## src/rtl/hvtx_ctl.sv

```systemverilog
// HDMI TX link bring-up controller: serializer reset sequencing and whole-frame video gating.
// Define HVTX_CTL_WDOG_EN to build the vsync watchdog that re-initialises a stalled link.
module hvtx_ctl #(
  parameter int unsigned LOCK_CYCLES    = 1024,
  parameter int unsigned SER_RST_CYCLES = 16,
  parameter int unsigned WDOG_CYCLES    = 2_000_000,
  parameter logic        SYNC_POL       = 1'b1
) (
  input  logic        i_pclk,
  input  logic        i_rst_n,
  input  logic        i_lock,
  input  logic        i_hs,
  input  logic        i_vs,
  input  logic        i_de,
  input  logic [23:0] i_video,
  output logic        o_hs,
  output logic        o_vs,
  output logic        o_de,
  output logic [23:0] o_video,
  output logic        o_ser_rst,
  output logic [1:0]  o_state,
  output logic        o_trip
);

  typedef enum logic [1:0] {
    StWaitLock = 2'd0,
    StSerInit  = 2'd1,
    StSync     = 2'd2,
    StRun      = 2'd3
  } state_e;

  localparam int unsigned LockW = $clog2(LOCK_CYCLES + 1);
  localparam int unsigned SerW  = $clog2(SER_RST_CYCLES + 1);
  localparam logic [LockW-1:0] LockLast = LockW'(LOCK_CYCLES - 1);
  localparam logic [SerW-1:0]  SerLast  = SerW'(SER_RST_CYCLES - 1);

  state_e           state_q, state_d;
  logic             lock_meta_q, lock_sync_q;
  logic [LockW-1:0] lock_cnt_q, lock_cnt_d;
  logic [SerW-1:0]  ser_cnt_q, ser_cnt_d;
  logic             vs_prev_q;
  logic             vs_edge;
  logic             wdog_hit;
  logic             link_cur, link_nxt;
  logic             hs_d, vs_d, de_d, ser_rst_d;
  logic [23:0]      video_d;

  assign vs_edge  = (vs_prev_q != SYNC_POL) && (i_vs == SYNC_POL);
  assign link_cur = (state_q == StSync) || (state_q == StRun);
  assign link_nxt = (state_d == StSync) || (state_d == StRun);

`ifdef HVTX_CTL_WDOG_EN
  localparam int unsigned WdogW = $clog2(WDOG_CYCLES + 1);
  localparam logic [WdogW-1:0] WdogLast = WdogW'(WDOG_CYCLES - 1);

  logic [WdogW-1:0] wdog_cnt_q, wdog_cnt_d;

  assign wdog_hit = link_cur && !vs_edge && (wdog_cnt_q == WdogLast);

  // Counts cycles elapsed since the last vsync edge; the edge cycle itself is cycle 0.
  always_comb begin
    wdog_cnt_d = '0;
    if (link_cur && link_nxt) begin
      wdog_cnt_d = vs_edge ? WdogW'(1) : wdog_cnt_q + 1'b1;
    end
  end

  always_ff @(posedge i_pclk) begin
    if (!i_rst_n) begin
      wdog_cnt_q <= '0;
    end else begin
      wdog_cnt_q <= wdog_cnt_d;
    end
  end
`else
  logic unused_wdog;
  assign unused_wdog = ^WDOG_CYCLES;
  assign wdog_hit    = 1'b0;
`endif

  always_ff @(posedge i_pclk) begin
    if (!i_rst_n) begin
      state_q <= StWaitLock;
    end else begin
      state_q <= state_d;
    end
  end

  always_comb begin
    state_d = state_q;
    unique case (state_q)
      StWaitLock: if (lock_sync_q && (lock_cnt_q == LockLast)) state_d = StSerInit;
      StSerInit:  if (ser_cnt_q == SerLast) state_d = StSync;
      StSync:     if (vs_edge) state_d = StRun;
      StRun:      state_d = StRun;
      default:    state_d = StWaitLock;
    endcase
    if (wdog_hit) state_d = StSerInit;
    // Lock loss overrides every other transition, including a watchdog trip.
    if (!lock_sync_q && (state_q != StWaitLock)) state_d = StWaitLock;
  end

  always_comb begin
    lock_cnt_d = '0;
    ser_cnt_d  = '0;
    if ((state_q == StWaitLock) && (state_d == StWaitLock) && lock_sync_q) begin
      lock_cnt_d = lock_cnt_q + 1'b1;
    end
    if ((state_q == StSerInit) && (state_d == StSerInit)) begin
      ser_cnt_d = ser_cnt_q + 1'b1;
    end
  end

  always_ff @(posedge i_pclk) begin
    if (!i_rst_n) begin
      lock_meta_q <= 1'b0;
      lock_sync_q <= 1'b0;
      lock_cnt_q  <= '0;
      ser_cnt_q   <= '0;
      vs_prev_q   <= ~SYNC_POL;
    end else begin
      lock_meta_q <= i_lock;
      lock_sync_q <= lock_meta_q;
      lock_cnt_q  <= lock_cnt_d;
      ser_cnt_q   <= ser_cnt_d;
      vs_prev_q   <= i_vs;
    end
  end

  // Pass only when the sampled cycle and the next one are both in a passing state, so entry
  // to RUN never leaks a pre-edge pixel and lock loss gates on the same edge it lands.
  always_comb begin
    ser_rst_d = !link_nxt;
    hs_d      = (link_cur && link_nxt) ? i_hs : ~SYNC_POL;
    vs_d      = (link_cur && link_nxt) ? i_vs : ~SYNC_POL;
    de_d      = 1'b0;
    video_d   = '0;
    if ((state_q == StRun) && (state_d == StRun)) begin
      de_d    = i_de;
      video_d = i_video;
    end
  end

  always_ff @(posedge i_pclk) begin
    if (!i_rst_n) begin
      o_hs      <= ~SYNC_POL;
      o_vs      <= ~SYNC_POL;
      o_de      <= 1'b0;
      o_video   <= '0;
      o_ser_rst <= 1'b1;
      o_trip    <= 1'b0;
    end else begin
      o_hs      <= hs_d;
      o_vs      <= vs_d;
      o_de      <= de_d;
      o_video   <= video_d;
      o_ser_rst <= ser_rst_d;
      o_trip    <= wdog_hit;
    end
  end

  assign o_state = state_q;

endmodule

```

## config.mk

```make
export PLATFORM = sky130hd
export DESIGN_NAME = hvtx_ctl
export DESIGN_NICKNAME = d
export VERILOG_FILES = /design/src/rtl/hvtx_ctl.sv
export SDC_FILE = /design/constraint.sdc
export NUM_CORES = 1
export LEC_CHECK = 0
export CAP_MARGIN = 20
export CORE_MARGIN = 5
export CORE_UTILIZATION = 46
export DETAILED_ROUTE_END_ITERATION = 12
export GPL_TIMING_DRIVEN = 0
export PLACE_DENSITY = 0.89
export SKIP_CTS_REPAIR_TIMING = 1
export SYNTH_ARGS = -nofsm -noshare
export SYNTH_HDL_FRONTEND = slang
export SYNTH_SLANG_ARGS = --single-unit
```

## constraint.sdc

```tcl
create_clock -name i_pclk -period 3 [get_ports i_pclk]
set_input_delay 0.3 -clock i_pclk [delete_from_list [all_inputs] [get_ports i_pclk]]
set_output_delay 0.3 -clock i_pclk [all_outputs]
set_load 0.02 [all_outputs]
```

==> summary.txt, run 1 <==
Die height - 68.8 µm
Worst-path cell with the longest stage delay - clkdlybuf4s50_1
HPWL Detailed - 2.32 mm
Cells taking the most area after synthesis - dfxtp_1, and2_1, nor2_1
Row count - 21
TritonCTS Buffers - 5
Worst Skew - 0.00937 ns
Starting Density - 47.7%
Cell Area, Synth - 1590 µm²
Reg2Reg Setup Slack - 1.60 ns
Crit. End Element - primary output
Warnings from Yosys - 0
IO Count - 61
Initial antenna violation count - 0
Layout cells sized above 1 - 7.48%
Maxcap violations - 0
Leading cell types in the layout, fill and taps excluded - clkdlybuf4s50_1, dfxtp_1, and2_1
Most common cell after layout, fill and taps aside - clkdlybuf4s50_1
DRT Wirelength - 3.00 mm
WP data arrival - 1.53 ns
Hold WC Path Type - flop to flop
Cell Int Power - 888 µW
Met3 WL - 468 µm
Switching Share - 18.3%
Core Area - 3340 µm²
FILL cells - 267
Clock Power Share - 35.8%
IO buf count - 59
Max Used Layer - met4
Core Util, Final - 69.7%
Worst path cell trace - clkdlybuf4s50_1
CP delay by family, top - buffers and inverters
Setup TNS - 0 ns
Final Cycle Share - 60.9%
Outcome - finished clean
Final setup fails - 0
Vias - 1,147
Hold Vio Cnt, Final - 0
DRC Markers - 0
Gate power share - 4.0%
Critical path peak fanout - 9
Wire per inst - 11.5 µm
Top cell type's share of synthesized area - 61.6%
Synth async-reset ratio - 0%
Setup crit start kind - flop
Leak pwr - 0.000888 µW
Die Area - 4740 µm²
Overflow after GRT - 0
Vias/cell - 4.41
GPL Wtd Cong - 0.710
Unrepaired setup endpoints after global routing - false
Synth Instances - 147
Min Clock Period, post-route - 1.83 ns
First-pass GRT wire length - 4.63 mm
Post-synth top flop - dfxtp_1
Clk_lat worst skew - 0.36 ns
DR WL met2 - 1.37 mm
Number of distinct library cells after synthesis - 26
Post-synthesis sequential area ratio - 61.6%
Maximum vdd drop - 0.410 mV
WP buf/inv - 1
Nets@finish - 246
Vias in the first global route - 1,082
Max Buffers Root-to-Sink - 2
PwrDens - 467 nW/µm²
First drt pass iteration count - 6
Multi-input logic area - 561 µm²
First-iteration detailed-routing DRC count - 57
Largest area contributor in the netlist - dfxtp_1
Die Wd - 68.8 µm
Area grow syn2layout - 46.0%
Number of synthesized flops with an enable pin - 0
Register bit count reported by yosys - 49
GRT Util Overall - 13.8%
Crit-path max cell delay - 0.66 ns
Reg power frac - 60.2%
Clock transition at path regs - 0.13 ns
Fin. max-slew vios - 0
Post-route ant nets - 0
Clock root buffer - clkbuf_4
Average size of a mapped cell - 10.8 µm²
Net Sw Power - 199 µW
CTS sink count - 49
Number of diodes - 0
Required time worst endpoint - 2.70 ns
H-tree Lvls - 2
F_max - 547 MHz
Mapped Nets - 180
Crit path kind - flop to primary output
Area occupied by registers - 981 µm²
Largest net degree at the start of global routing - 15
CTS tree - yes
Met1 WL - 1.12 mm
[synthesized netlist by cell type (all sizes together), types with 3 or more instances]
cell     n
inv      6
nand3    4
ha       3
dfxtp   49
and3     4
xnor2    7
nor3     3
nand2    4
nor2    17
nand2b   3
and2    30
xor2     3
[flip-flops by register name (all words and copies together), names as in the netlist]
signal,count
lock_cnt_q,11
lock_meta_q,1
lock_sync_q,1
o_de,1
o_hs,1
o_ser_rst,1
o_state,2
o_video,24
o_vs,1
ser_cnt_q,5
vs_prev_q,1
[cells by family (layout without fill, tap and decap cells)]
kind of cell | Yosys count | in the layout | synth area share [%]
buf+inv | 10 | 77 | 3.22
other cells | 1 | 1 | 0.235
compound gates | 4 | 4 | 2.36
flops | 49 | 49 | 61.6
simple gates | 70 | 70 | 24.7
fa+ha+maj | 3 | 3 | 2.36
xor+xnor | 10 | 10 | 5.50
[power groups by stage]
stage,Clock [µW],Sequential [µW],Combinational [µW]
floorplan,0,668,6.62
global placement,0,668,43.6
detailed placement,0,668,44.0
CTS,397,654,44.2
global route,426,655,47.1
finish,388,654,44.0
[per-layer routing]
layer  up-vias  GRT usage [%]
li1        597              -
met1       498           13.1
met2        47           22.0
met3         5           9.40
met4         0           8.03
met5         -              0
[final cells by class]
cell class / instances / share of cell area [%]
sequential: 49 / 42.2
timing repair buffer: 59 / 25.4
multi-input combinational: 88 / 24.1
tap: 46 / 2.47
clock buffer: 7 / 2.37
clock inverter: 1 / 1.29
buffer: 4 / 1.24
inverter: 6 / 0.968
[worst paths after layout]
kind                     start      endpoint  depth (start not counted)
hold reg to reg    lock_meta_q   lock_sync_q                          1
setup / recovery    o_state[1]    o_state[1]                          1
setup reg to reg  ser_cnt_q[0]  ser_cnt_q[3]                          5
hold / removal     lock_meta_q   lock_sync_q                          1
[metrics by stage]
stage | hold slack (ns) | total power, µW | instance area, µm² | setup slack, ns | std cells
after floorplan | 0.412 | 675 | 1590 | 1.72 | 147
after global placement | 0.419 | 712 | 2240 | 1.31 | 252
after detailed placement | 0.437 | 712 | 2240 | 1.28 | 252
after CTS | 0.461 | 1100 | 2330 | 1.17 | 260
after global routing | 0.464 | 1130 | 2330 | 1.11 | 260
final | 0.456 | 1090 | 2330 | 1.17 | 260
Power figures use the tool's default switching activity.
==> run 2: changes to the inputs <==
--- a/config.mk
+++ b/config.mk
@@ -7,10 +7,10 @@
 export LEC_CHECK = 0
 export CAP_MARGIN = 20
 export CORE_MARGIN = 5
-export CORE_UTILIZATION = 46
+export CORE_UTILIZATION = 42
 export DETAILED_ROUTE_END_ITERATION = 12
 export GPL_TIMING_DRIVEN = 0
-export PLACE_DENSITY = 0.89
+export PLACE_DENSITY = 0.83
 export SKIP_CTS_REPAIR_TIMING = 1
 export SYNTH_ARGS = -nofsm -noshare
 export SYNTH_HDL_FRONTEND = slang
==> constraint.sdc (replaced) <==
create_clock -name i_pclk -period 1.8 [get_ports i_pclk]
set_input_delay 0.18 -clock i_pclk [delete_from_list [all_inputs] [get_ports i_pclk]]
set_output_delay 0.18 -clock i_pclk [all_outputs]
set_load 0.02 [all_outputs]
==> run 2 against run 1 <==
  * Final cell count increased by 0.77%
  * Hold slack got worse by 0.017 ns
  * Combinational power up 67%
  * Clock skew shrank 0.0066 ns
  * Clock-buffer cell count is the same
  * Critical path depth stayed put
  * Power is 79% higher
  * Die area is 8.1% higher
  * Design area is 1.5% higher
  * Critical path type unchanged
==> summary.txt, run 2 (synthesis results as in run 1) <==
Outcome - finished clean
WP data arrival - 1.41 ns
Placed cells - 254
Fin. max-slew vios - 0
Crit-path max cell delay - 0.66 ns
Multi-input logic area - 561 µm²
CTS tree - yes
Clock root buffer - clkbuf_8
Setup TNS - 0 ns
Max reg flops - 24
DRT Wirelength - 2.91 mm
WP buf/inv - 1
First drt pass iteration count - 3
Clock transition at path regs - 0.08 ns
DRC Markers - 0
Die Area - 5120 µm²
R2r worst-path depth - 5
Nets@finish - 246
Design Area, Final - 2360 µm²
Largest registers - o_video (24), lock_cnt_q (11), ser_cnt_q (5)
Die height - 71.6 µm
FILL cells - 295
GPL Wtd Cong - 0.706
IO Count - 61
Max Buffers Root-to-Sink - 2
Worst r2r src - ser_cnt_q[0]
Worst path cell trace - clkdlybuf4s50_1
CP delay by family, top - buffers and inverters
Required time worst endpoint - 1.62 ns
FF-to-FF End - ser_cnt_q[2]
H-tree Lvls - 2
Row count - 22
Most common cell after layout, fill and taps aside - clkdlybuf4s50_1
Tot Pwr - 1940 µW
First-pass GRT wire length - 4.67 mm
Largest net degree at the start of global routing - 15
Crit path kind - flop to primary output
Overflow after GRT - 0
Final instance count without filler cells - 262
Maximum vdd drop - 0.630 mV
F_max - 628 MHz
TritonCTS Buffers - 5
Layout cells sized above 1 - 7.48%
Core Area - 3660 µm²
Area occupied by registers - 981 µm²
Vias - 1,145
Worst setup path start - o_state[1]
Hold Vio Cnt, Final - 0
Crit path to - o_state[1]
Number of diodes - 0
Crit. End Element - primary output
Final setup fails - 0
Post-route ant nets - 0
Die Wd - 71.6 µm
HPWL Detailed - 2.28 mm
Worst-path cell with the longest stage delay - clkdlybuf4s50_1
Initial antenna violation count - 0
Critical path peak fanout - 9
GRT Util Overall - 11.9%
Starting Density - 43.5%
Clk_lat worst skew - 0.29 ns
WHS - 0.439 ns
Stages on worst setup path - 1
CTS sink count - 49
Vias in the first global route - 1,144
Vias/cell - 4.37
Leading cell types in the layout, fill and taps excluded - clkdlybuf4s50_1, dfxtp_1, and2_1
IO buf count - 59
Area grow syn2layout - 48.2%
Reg2Reg Setup Slack - 0.37 ns
DP Area - 2240 µm²
Min Clock Period, post-route - 1.59 ns
Wire per inst - 11.1 µm
Unrepaired setup endpoints after global routing - false
Final Cycle Share - 88.5%
Largest Register - o_video
PwrDens - 823 nW/µm²
Setup crit start kind - flop
Maxcap violations - 0
First-iteration detailed-routing DRC count - 68
Worst Skew - 0.00280 ns
Leak pwr - 0.000900 µW
Hold WC Path Type - input port to flop
-- run 2: cell types whose count changed in the layout (fill, tap and decap cells not counted) --
cell | previous run | this run
clkbuf_4 | 5 | 0
clkbuf_8 | 1 | 6
-- run 2: worst register-to-register path: stages, from the launching register on --
cell and delay [ns]:
dfxtp_1 0.33, ha_1 0.22, and3_1 0.19, ha_1 0.21, nand3b_1 0.27, nor2_1 0.15
-- run 2: worst min path at each step --
| stage | from | end | slack (ns) | depth (start not counted) |
|---|---|---|---|---|
| floorplan | i_rst_n | lock_meta_q | 0.30 | 1 |
| global placement | lock_meta_q | lock_sync_q | 0.42 | 1 |
| detailed placement | lock_meta_q | lock_sync_q | 0.43 | 1 |
| CTS | i_video[19] | o_video[19] | 0.43 | 2 |
| global route | i_video[5] | o_video[5] | 0.43 | 2 |
| finish | i_video[0] | o_video[0] | 0.44 | 2 |
-- run 2: cell type report --
type	count	area share, %
plain buffers	4	1.22
clock inverters	1	1.27
clock buffers	7	3.66
multi-input cells	88	23.8
inverters	6	0.954
repair buffers	59	25.0
well taps	48	2.55
flip-flops and latches	49	41.6
-- run 2: where the power goes --
group	switching, µW	total [µW]	internal (µW)
Sequential	1.47	1090	1090
Clock	329	781	453
Combinational	14.0	73.5	59.5
-- run 2: through the flow --
stage	util, %	worst slack (ns)
after floorplan	-	0.524
after global placement	61.3	0.224
after detailed placement	61.3	0.196
after CTS	64.5	0.188
after global routing	64.5	0.114
final	64.5	0.207
-- run 2: layer usage --
| layer | global-route usage (%) | part of all wire, % |
|---|---|---|
| met1 | 10.8 | 37 |
| met2 | 20.1 | 46 |
| met3 | 8.70 | 15 |
| met4 | 5.01 | 1.7 |
| met5 | 0 | 0 |
==> run 3: changes to the inputs <==
--- a/config.mk
+++ b/config.mk
@@ -10,7 +10,7 @@
 export CORE_UTILIZATION = 42
 export DETAILED_ROUTE_END_ITERATION = 12
 export GPL_TIMING_DRIVEN = 0
-export PLACE_DENSITY = 0.83
+export PLACE_DENSITY_LB_ADDON = 0.05
 export SKIP_CTS_REPAIR_TIMING = 1
 export SYNTH_ARGS = -nofsm -noshare
 export SYNTH_HDL_FRONTEND = slang
==> run 3 against run 2 <==
  * Clock skew about the same
  * Critical path depth unchanged
  * Sequential power about the same
  * Power down 9.5%
  * Register-to-register slack about the same
  * Final cell count unchanged
  * Core utilization down 0.99 points
  * Wire length up 7.5%
  * Die area unchanged
  * Fmax down 1.3%
  * Worst setup slack worse by 0.020 ns
  * Critical path type unchanged
==> summary.txt, run 3 (synthesis results as in run 1) <==
Maximum vdd drop - 0.481 mV
Vias/cell - 4.43
Largest Register - o_video
Crit. End Element - primary output
Die Area - 5120 µm²
Die Wd - 71.6 µm
Clock root buffer - clkbuf_8
Worst path cell trace - clkdlybuf4s50_1
Multi-input logic area - 561 µm²
Nets@finish - 246
DP Area - 2240 µm²
H-tree Lvls - 2
IO buf count - 59
Min Clock Period, post-route - 1.61 ns
Unrepaired setup endpoints after global routing - false
Outcome - finished clean
Vias - 1,161
Vias in the first global route - 1,164
TritonCTS Buffers - 5
DRC Markers - 0
First-iteration detailed-routing DRC count - 51
Area occupied by registers - 981 µm²
Most common cell after layout, fill and taps aside - clkdlybuf4s50_1
F_max - 620 MHz
Starting Density - 43.5%
Initial antenna violation count - 0
FILL cells - 303
Largest registers - o_video (24), lock_cnt_q (11), ser_cnt_q (5)
CTS tree - yes
WP data arrival - 1.43 ns
Max reg flops - 24
Setup crit start kind - flop
Final setup fails - 0
Wire per inst - 11.9 µm
IO Count - 61
CP delay by family, top - buffers and inverters
GPL Wtd Cong - 0.718
Worst Skew - 0.00232 ns
DRT Wirelength - 3.13 mm
Core Util, Final - 63.5%
Largest net degree at the start of global routing - 14
Leak pwr - 0.000882 µW
Crit-path max cell delay - 0.67 ns
Core Area - 3660 µm²
Clk_lat worst skew - 0.29 ns
Required time worst endpoint - 1.62 ns
Overflow after GRT - 0
Design Area, Final - 2320 µm²
HPWL Detailed - 2.49 mm
Number of diodes - 0
Final Cycle Share - 89.6%
Worst-path cell with the longest stage delay - clkdlybuf4s50_1
Leading cell types in the layout, fill and taps excluded - clkdlybuf4s50_1, dfxtp_1, and2_1
Setup TNS - 0 ns
Hold WC Path Type - input port to flop
Post-route ant nets - 0
Area grow syn2layout - 45.9%
Die height - 71.6 µm
Layout cells sized above 1 - 6.54%
Critical path peak fanout - 9
GRT Util Overall - 13.2%
PwrDens - 757 nW/µm²
Crit path kind - flop to primary output
Max Buffers Root-to-Sink - 2
CTS sink count - 49
Row count - 22
Maxcap violations - 0
First drt pass iteration count - 4
Clock transition at path regs - 0.08 ns
Hold Vio Cnt, Final - 0
WP buf/inv - 1
First-pass GRT wire length - 5.14 mm
Fin. max-slew vios - 0
==> run 3: cell types whose count changed in the layout (fill, tap and decap cells not counted), sizes merged <==
| cell | change |
|---|---|
| bufinv | -1 |
| clkbuf | +1 |
==> run 3: path summary, 6_finish.rpt <==
path / cells after the start / end / slack (ns) / from
worst min-delay path: 2 / o_video[17] / 0.44 / i_video[17]
worst max-delay path: 1 / o_state[1] / 0.19 / o_state[1]
worst max register to register: 5 / ser_cnt_q[2] / 0.38 / ser_cnt_q[0]
worst min register to register: 1 / lock_sync_q / 0.45 / lock_meta_q
==> run 3: routing by layer <==
layer	wire, µm	global-route usage (%)	part of all wire [%]	vias to the layer above
li1	-	-	-	592
met3	288	6.73	9.2	7
met1	1140	12.1	36	525
met2	1640	24.3	52	37
met5	0	0	0	-
met4	57	5.64	1.8	0
==> run 3: layout make-up <==
| type | count | share of cell area, % |
|---|---|---|
| inverters | 6 | 0.969 |
| flip-flops and latches | 49 | 42.2 |
| plain buffers | 4 | 1.24 |
| well taps | 48 | 2.58 |
| clock buffers | 8 | 3.45 |
| multi-input cells | 88 | 24.1 |
| repair buffers | 59 | 25.4 |
==> run 3: stage by stage <==
stage / cells / hold WS, ns / total power [µW] / worst slack (ns)
global route: 262 / 0.438 / 1840 / 0.109
CTS: 262 / 0.430 / 1780 / 0.162
floorplan: 147 / 0.302 / 1120 / 0.524
finish: 262 / 0.442 / 1760 / 0.186
detailed placement: 254 / 0.429 / 1190 / 0.215
global placement: 254 / 0.419 / 1190 / 0.250
==> run 3: report_power, final <==
group	leakage [µW]	switching, µW	total [µW]	internal [µW]
sequential	0.000395	1.62	1090	1090
combinational	0.000447	14.1	73.7	59.5
clock	0.0000395	320	596	276
